$ cat src/rtl/regfile_pkg.sv
// regfile_pkg: shared constants for the register-file write-back arbiter.
//   NREQ/XLEN/AW/CNT_W : default arbiter geometry
//   REG_ZERO           : hard-wired zero register index (writes are discarded)
//   REQ_ALU/LSU/MDU    : requester slot assignment on the arbiter inputs
package regfile_pkg;

    localparam int NREQ     = 3;
    localparam int XLEN     = 32;
    localparam int AW       = 5;
    localparam int CNT_W    = 16;
    localparam int REG_ZERO = 0;

    typedef enum int {
        REQ_ALU = 0,
        REQ_LSU = 1,
        REQ_MDU = 2
    } req_id_e;

endpackage

$ cat src/rtl/rr_arbiter.sv
// rr_arbiter: combinational round-robin grant.
//   req  in  N   request vector
//   last in  LW  index granted most recently; search starts just after it
//   en   in  1   grant enable; gnt is zero when low
//   gnt  out N   one-hot grant to the first requester after last (wrapping)
module rr_arbiter #(
    parameter int N  = 3,
    parameter int LW = (N > 1) ? $clog2(N) : 1
) (
    input  logic [N-1:0]  req,
    input  logic [LW-1:0] last,
    input  logic          en,
    output logic [N-1:0]  gnt
);

    logic [LW-1:0] w_idx;

    always_comb begin
        gnt   = '0;
        w_idx = '0;
        for (int k = 1; k <= N; k++) begin
            w_idx = LW'((int'(last) + k) % N);
            if (en && gnt == '0 && req[w_idx]) gnt[w_idx] = 1'b1;
        end
    end

endmodule

$ cat src/rtl/regfile_wb_arbiter.sv
// regfile_wb_arbiter: shares the register-file write port between NREQ write-back sources.
//   clk, rst (sync, active-high)     clock / reset
//   hold                             stall, suppresses all grants
//   req_valid/req_rd/req_data        requester i in slices [i], [i*AW +: AW], [i*XLEN +: XLEN]
//   req_ready                        one-hot grant, transfer on valid&ready
//   rf_we/rf_waddr/rf_wdata          registered write port to the register file
//   wb_busy                          a valid requester went ungranted this cycle
//   conflict_cnt                     saturating count of cycles with >=2 valid requests
//   rs1/rs2 addr, rf_data -> data    read-port pass-through, with forwarding of the
//                                    in-flight write when WB_BYPASS_EN is defined
module regfile_wb_arbiter #(
    parameter int NREQ  = regfile_pkg::NREQ,
    parameter int XLEN  = regfile_pkg::XLEN,
    parameter int AW    = regfile_pkg::AW,
    parameter int CNT_W = regfile_pkg::CNT_W
) (
    input  logic                 clk,
    input  logic                 rst,
    input  logic                 hold,
    input  logic [NREQ-1:0]      req_valid,
    input  logic [NREQ*AW-1:0]   req_rd,
    input  logic [NREQ*XLEN-1:0] req_data,
    output logic [NREQ-1:0]      req_ready,
    output logic                 rf_we,
    output logic [AW-1:0]        rf_waddr,
    output logic [XLEN-1:0]      rf_wdata,
    output logic                 wb_busy,
    output logic [CNT_W-1:0]     conflict_cnt,
    input  logic [AW-1:0]        rs1_addr,
    input  logic [AW-1:0]        rs2_addr,
    input  logic [XLEN-1:0]      rs1_rf_data,
    input  logic [XLEN-1:0]      rs2_rf_data,
    output logic [XLEN-1:0]      rs1_data,
    output logic [XLEN-1:0]      rs2_data
);

    import regfile_pkg::*;

    localparam int LW = (NREQ > 1) ? $clog2(NREQ) : 1;

    logic [LW-1:0]    r_last;
    logic             r_we;
    logic [AW-1:0]    r_waddr;
    logic [XLEN-1:0]  r_wdata;
    logic [CNT_W-1:0] r_cnt;

    logic [NREQ-1:0]  w_gnt;
    logic             w_xfer;
    logic             w_multi;
    logic [LW-1:0]    w_idx;
    logic [AW-1:0]    w_rd;
    logic [XLEN-1:0]  w_data;

    rr_arbiter #(.N(NREQ), .LW(LW)) u_rr (
        .req  (req_valid),
        .last (r_last),
        .en   (~hold),
        .gnt  (w_gnt)
    );

    // The grant is one-hot, so OR-ing the selected slices is a plain mux.
    always_comb begin
        w_idx  = '0;
        w_rd   = '0;
        w_data = '0;
        for (int i = 0; i < NREQ; i++) begin
            if (w_gnt[i]) begin
                w_idx  = LW'(i);
                w_rd   = w_rd | req_rd[i*AW +: AW];
                w_data = w_data | req_data[i*XLEN +: XLEN];
            end
        end
    end

    assign w_xfer    = |w_gnt;
    // Clearing the lowest set bit leaves something only when two or more are set.
    assign w_multi   = |(req_valid & (req_valid - NREQ'(1)));
    assign req_ready = w_gnt;
    assign wb_busy   = |(req_valid & ~w_gnt);

    always_ff @(posedge clk) begin
        if (rst) begin
            r_last  <= LW'(NREQ - 1);
            r_we    <= 1'b0;
            r_waddr <= '0;
            r_wdata <= '0;
        end else if (w_xfer) begin
            r_last  <= w_idx;
            r_we    <= w_rd != AW'(REG_ZERO);
            r_waddr <= w_rd;
            r_wdata <= w_data;
        end else begin
            r_we    <= 1'b0;
        end
    end

    always_ff @(posedge clk) begin
        if (rst) r_cnt <= '0;
        else if (w_multi && !(&r_cnt)) r_cnt <= r_cnt + CNT_W'(1);
    end

    assign rf_we        = r_we;
    assign rf_waddr     = r_waddr;
    assign rf_wdata     = r_wdata;
    assign conflict_cnt = r_cnt;

`ifdef WB_BYPASS_EN
    assign rs1_data = (r_we && r_waddr == rs1_addr && rs1_addr != AW'(REG_ZERO)) ? r_wdata : rs1_rf_data;
    assign rs2_data = (r_we && r_waddr == rs2_addr && rs2_addr != AW'(REG_ZERO)) ? r_wdata : rs2_rf_data;
`else
    logic w_unused;
    assign w_unused = ^{rs1_addr, rs2_addr};
    assign rs1_data = rs1_rf_data;
    assign rs2_data = rs2_rf_data;
`endif

endmodule

$ cat config.mk
export PLATFORM = sky130hd
export DESIGN_NAME = regfile_wb_arbiter
export DESIGN_NICKNAME = d
export VERILOG_FILES = /design/src/rtl/regfile_pkg.sv /design/src/rtl/rr_arbiter.sv /design/src/rtl/regfile_wb_arbiter.sv
export SDC_FILE = /design/constraint.sdc
export NUM_CORES = 1
export LEC_CHECK = 0
export ABC_AREA = 1
export CAP_MARGIN = 20
export CORE_AREA = 2 2 122 124
export DETAILED_ROUTE_END_ITERATION = 8
export DIE_AREA = 0 0 124 126
export PLACE_DENSITY = 0.69
export SYNTH_ARGS = -nofsm -noshare
export SYNTH_HDL_FRONTEND = slang
export SYNTH_HIERARCHICAL = 1
export SYNTH_SLANG_ARGS = --single-unit
$ cat constraint.sdc
create_clock -name clk -period 2.7 [get_ports clk]
set_input_delay 0.54 -clock clk [delete_from_list [all_inputs] [get_ports clk]]
set_output_delay 0.54 -clock clk [all_outputs]
set_load 0.02 [all_outputs]
Word level (Yosys, flattened, before mapping). Index checks and enable logic that the tools add are counted.

Add/subtract/negate cells: 5. Div/mod/pow operators: 3. $lt $le $gt $ge: 6. Muxes and demuxes: 23. Bitwise gates (word level): 11. Reduce and logical (&&, ||, !) cells: 18.

Operators by type and width (number): modulo 32 x 3 -> 32 bit, second input constant (3); two-way mux 32 bit (3); OR 32 bit (2); adder 16 x 1 -> 16 bit, second input constant (1); AND reduction 16 bit (1); two-way mux 5 bit (3); OR 5 bit (2); logical AND 1 bit (9); < comparator 2 x 3 -> 1 bit, second input constant (3); two-way mux 3 bit (3); OR reduction 3 bit (3); two-way mux 1 bit (7); adder 2 x 2 -> 3 bit, second input constant (2); AND 3 bit (2); binary-select mux 1 bit (select 2 bit) (3); demux 1 bit (select 2 bit) (3); greater-or-equal comparator 2 x 1 -> 1 bit, second input constant (3); logical NOT 3 bit (2); OR 3 bit (2); nonzero test 5 bit (1); adder 2 x 1 -> 3 bit, second input constant (1); inverter 3 bit (1); subtractor 3 x 1 -> 3 bit, second input constant (1); two-way mux 2 bit (1); other kinds (3) (4).

Register bits: 56. Logic and storage cells: 71.

Longest topological paths before layout. Gate-level depths: netlist of the first run.

Depth in word-level cells: 21. Mapped depth: 19. Mapped depth without buffers: 18.

Modules after synthesis. The synthesis of the first run kept the hierarchy.

Modules (own cells, without submodules): regfile_wb_arbiter (times used 1, cells an instance 486, area an instance 3324.4 um^2); rr_arbiter (times used 1, cells an instance 50, area an instance 275.3 um^2).

Least setup slack after synthesis of the first run. Ideal clock, no wire load.

Path kind: register to output. Start: reg r_last[0]. End: out wb_busy. Arrival time: 2560 ps. Data required time: 2160 ps. Path slack: -400 ps. Stages on the path, launching flop included: 15. Buffers on the path: 2. Path through: dfxtp_1 > inv_1 > ha_1 > inv_2 > nand2_2 > a21oi_4 > nand3_2 > nand3_1 > nand3_1 > nor2_2 > nand3_1 > nand2_1 > buf_2 > buf_1 > o221ai_1.

Cells in the longest elaborated chain, start to end: 18. Elaborated cells between the ends (all ways): 42. Classes of those cells: 3 x add/sub; 3 x div; 6 x order compare; 15 x mux; 4 x bitwise; 11 x reduce/logical.

RTL lines: start, declared (RTL line regfile_wb_arbiter.sv:41) `logic [LW-1:0] r_last;`; start signal, assigned (RTL line regfile_wb_arbiter.sv:83) `r_last <= LW'(NREQ - 1);`; start signal, assigned (RTL line regfile_wb_arbiter.sv:88) `r_last <= w_idx;`; adder 2 x 1 -> 3 bit (RTL line rr_arbiter.sv:22) `w_idx = LW'((int'(last) + k) % N);`; modulo 32 x 3 -> 32 bit (RTL line rr_arbiter.sv:22); < comparator 2 x 3 -> 1 bit (not written as such) or greater-or-equal comparator 2 x 1 -> 1 bit (tied branches) (RTL line rr_arbiter.sv:23) `if (en && gnt == '0 && req[w_idx]) gnt[w_idx] = 1'b1;`; logical AND 1 bit (not written as such) (RTL line rr_arbiter.sv:23); two-way mux 1 bit (not written as such) (RTL line rr_arbiter.sv:23); demux 1 bit (select 2 bit); two-way mux 3 bit (RTL line rr_arbiter.sv:23); logical NOT 3 bit (RTL line rr_arbiter.sv:23); logical AND 1 bit (2 in a row) (RTL line rr_arbiter.sv:23); two-way mux 3 bit (RTL line rr_arbiter.sv:23); logical NOT 3 bit (RTL line rr_arbiter.sv:23); logical AND 1 bit (2 in a row) (RTL line rr_arbiter.sv:23); two-way mux 3 bit (*) (RTL line rr_arbiter.sv:23); net req_ready[1] (RTL line regfile_wb_arbiter.sv:23) `output logic [NREQ-1:0] req_ready,`; inverter 3 bit (*) (RTL line regfile_wb_arbiter.sv:79) `assign wb_busy = |(req_valid & ~w_gnt);`; AND 3 bit (*) (RTL line regfile_wb_arbiter.sv:79); OR reduction 3 bit (*) (RTL line regfile_wb_arbiter.sv:79); end, declared (RTL line regfile_wb_arbiter.sv:27) `output logic wb_busy,`.

Mark *: on every way through the listed nets, which the timed path passes. The rest lies on a longest branch. The select of a mux whose other input is x is not followed.

Worst setup path after layout of the first run.
Start: reg r_last[0]. End: out wb_busy.

Cells in the longest elaborated chain, start to end: 18. Elaborated cells between the ends (all ways): 42. Classes of those cells: 3 x add/sub; 3 x div; 6 x order compare; 15 x mux; 4 x bitwise; 11 x reduce/logical.

RTL lines (RTL line): adder 2 x 1 -> 3 bit (rr_arbiter.sv:22); modulo 32 x 3 -> 32 bit (rr_arbiter.sv:22); < comparator 2 x 3 -> 1 bit (not written as such) or greater-or-equal comparator 2 x 1 -> 1 bit (tied branches) (rr_arbiter.sv:23); logical AND 1 bit (not written as such) (rr_arbiter.sv:23); two-way mux 1 bit (not written as such) (rr_arbiter.sv:23); demux 1 bit (select 2 bit); two-way mux 3 bit (rr_arbiter.sv:23); logical NOT 3 bit (rr_arbiter.sv:23); logical AND 1 bit (2 in a row) (rr_arbiter.sv:23); two-way mux 3 bit (rr_arbiter.sv:23); logical NOT 3 bit (rr_arbiter.sv:23); logical AND 1 bit (2 in a row) (rr_arbiter.sv:23); two-way mux 3 bit (*) (rr_arbiter.sv:23); inverter 3 bit (*) (regfile_wb_arbiter.sv:79); AND 3 bit (*) (regfile_wb_arbiter.sv:79); OR reduction 3 bit (*) (regfile_wb_arbiter.sv:79).

Every way passes the cells marked *; elsewhere a longest branch is shown, timed or not. The select of a mux whose other input is x is not followed.

==> key figures, run 1 <==
Layout
  – Layout cells sized above 1: 0.1548
  – Synth-to-layout area growth: 56.17%
  – Nets: 867
  – Antenna cells: 0
  – Fin util: 0.3927

Critical path
  – Worst setup path class: reg -> out
  – CP required: 2.16 ns
  – Worst setup EP type: primary output
  – Startpoint types: flop
  – CP max FO: 4
  – Crit path DAT: 2.26 ns

Routing
  – Drt pass-1 iters: 4
  – DRC: 0
  – Routed Antenna Nets: 0
  – Wire per inst: 14.92 µm
  – Vias per inst: 4.535
  – Drt total wl: 12.77 mm
  – Via count: 3882
  – DR iter-0 viols: 111

Clock network
  – CTS tree: built
  – CTS buffer count: 5
  – CTS Buffer Depth: 2
  – CTS root buffer: clkbuf_16
  – Worst-path clk slew: 0.08 ns
  – Skew-Pair Late Insertion Delay: 0.30 ns
  – Clk sinks: 56
  – Htree depth: 2

Min path
  – Hold Crit Class: reg -> reg

Synthesis
  – Synth warn: 6
  – Count leader, synth: nand2_1
  – Post-Syn Instances: 536
  – Post-synth top area share: 0.3114
  – Main combinational cell family by area after synthesis: simple AND/OR/NAND/NOR gates
  – Multiplexer share of the synthesized area: 0
  – Post-Synth Adder-Cell Area: 0.01738
  – Leading area contributor after synthesis: dfxtp_1
  – Synth top area cells: dfxtp_1, nand2_1, buf_4
  – Synth cell count leaders: nand2_1, buf_4, dfxtp_1
  – Post-synth EDFFs: 0
  – Sequential fraction of the synthesis area: 0.3114
  – Synth Flop Type: dfxtp_1
  – Synth Area in Simple Gates: 0.3281
  – Fraction of registers with async set or reset after synthesis: 0
  – Mean Syn Cell Area: 6.716 µm²
  – Syn Nets: 732
  – Synth Area in Compound Gates: 0.1307
  – Post-synthesis cell area: 3600 µm²
  – Xor/xnor cell area share of the yosys netlist: 0.01460
  – Post-synthesis register bit count: 56
  – Unique masters post-synth: 28

Global route
  – Largest net degree at the start of global routing: 33
  – Vias in the first global route: 3578
  – Initial antenna violation count: 0
  – Grt total ovfl: 0
  – Total GRT Usage: 0.1483
  – First-pass GRT wire length: 18.12 mm

Status
  – Violated checks: setup timing
  – Status: finished with violations

STA
  – Slew margin rel.: 0.6023
  – Fmax: 357.0 MHz
  – Final hold vios: 0
  – TNS Setup: -0.2279 ns
  – Fin crit share: 1.038
  – Clk_skew: 0.006960 ns
  – Pins Over Slew Limit: 0
  – Final Critical Period: 2.801 ns
  – Setup slack after layout: -0.1013 ns
  – Worst slew pin tran: 0.5964 ns
  – Final setup viols: 11
  – RSZ-0062 raised after global routing: yes

Floorplan
  – Core area: 14310 µm²
  – FP Rows: 44
  – Initial cell density of the core: 0.2515
  – Die Y: 126 µm
  – Total die area: 15620 µm²
  – I/O pin cnt: 313
  – Die Wd: 124 µm

Power
  – Leak: 0.002118 µW
  – PwrDens: 1073 nW/µm²
  – Total power: 6032 µW
  – Max IR drop VDD: 0.0004747 V

Placement
  – Port buffer count: 174
  – RePlAce Congestion: 0.8151
  – Hpwl dp: 9.017 mm

Flow run
  – Max cap viols: 0
-- flip-flops by register name, summed over array words and instances, names as in the netlist --
name          count
r_last            2
rf_we             1
rf_waddr          5
rf_wdata         32
conflict_cnt     16
-- cells in the final DEF, fill, tap and decap left out, drive strengths merged --
cell	n
nand2	221
ha	5
dlygate4sd2	1
bufinv	1
dfxtp	56
nor2	37
a21oi	19
inv	32
a41oi	32
xor2	4
xnor2	2
o221ai	1
buf	46
nand4	6
clkdlybuf4s50	166
a31oi	1
nor3	2
nand3	26
dlymetal6s2s	2
clkbuf	7
o21ai	5
-- power breakdown --
group	internal, µW	switching [µW]
sequential	1120	151
clock	490	333
combinational	1770	2160
-- metal layers --
| metal | part of all wire | vias to the layer above | wire length [µm] | GRT usage |
|---|---|---|---|---|
| li1 | - | 1946 | - | - |
| met1 | 0.42 | 1750 | 5344 | 0.1737 |
| met2 | 0.47 | 162 | 5986 | 0.2582 |
| met3 | 0.10 | 24 | 1271 | 0.04755 |
| met4 | 0.013 | 0 | 166 | 0.03966 |
| met5 | 0 | - | 0 | 0 |
-- critical path: stages, from the launching register on --
cell and delay (ns):
dfxtp_2 0.35, inv_2 0.05, ha_4 0.26, inv_4 0.08
nand2_4 0.05, a21oi_4 0.16, nand3_2 0.13, nand3_2 0.12
nand3_2 0.09, nor2_4 0.15, nand3_2 0.09, nand2_2 0.09
inv_2 0.05, nand2_2 0.06, o221ai_4 0.09, buf_6 0.14
-- repair_timing --
| action | in CTS | in global routing |
|---|---|---|
| pin swaps | 8 | 11 |
| gates resized for setup | 36 | 25 |
| hold buffers | 0 | 0 |
| cloned | 0 | 3 |
| setup endpoints to repair | 5 | 44 |
| setup buffers | 6 | 8 |
-- cells by family (layout without fill, tap and decap cells) --
logic type / after synthesis / count (layout)
AO/OA/AOI/OAI: 58 / 58
flip-flops: 56 / 56
buffers and inverters: 119 / 255
XOR/XNOR: 6 / 6
adder cells (fa/ha/maj): 5 / 5
AND/OR/NAND/NOR: 292 / 292
-- final timing paths --
check,start,end,slack (ns),depth (start not counted)
setup / recovery,r_last[0]$_SDFFE_PP0N_,wb_busy,-0.10,15
hold / removal,rf_waddr[4]$_SDFFE_PP0N_,rf_waddr[4]$_SDFFE_PP0N_,0.47,2
setup reg to reg,r_last[0]$_SDFFE_PP0N_,r_last[0]$_SDFFE_PP0N_,-0.03,17
hold reg to reg,rf_waddr[4]$_SDFFE_PP0N_,rf_waddr[4]$_SDFFE_PP0N_,0.47,2
-- per-stage QoR --
stage | hold WS, ns | setup slack (ns) | area, µm² | instances
finish | 0.4711 | -0.1013 | 5622 | 856
global route | 0.5046 | -0.2163 | 5622 | 856
CTS | 0.4752 | -0.09443 | 5474 | 846
detailed placement | 0.4636 | -0.6219 | 5205 | 832
global placement | 0.4542 | -0.5726 | 5205 | 832
floorplan | 0.4752 | 0.02898 | 3650 | 536
-- area by class of cell --
type                            instances  area, µm²
Timing Repair Buffer                  215       2074
Fill cell                            1479       8692
Sequential cell                        56       1124
Inverter                               32      122.6
Tap cell                              184      230.2
Clock buffer                            7      152.6
Clock inverter                          1      30.03
Multi-Input combinational cell        361       1888
Power figures use the tool's default switching activity.
==> run 2: changes to the inputs <==
- CAP_MARGIN: 20 -> 40
==> results of run 2 <==
Same layout as run 1: the final DEF is identical, and so are final timing and power.
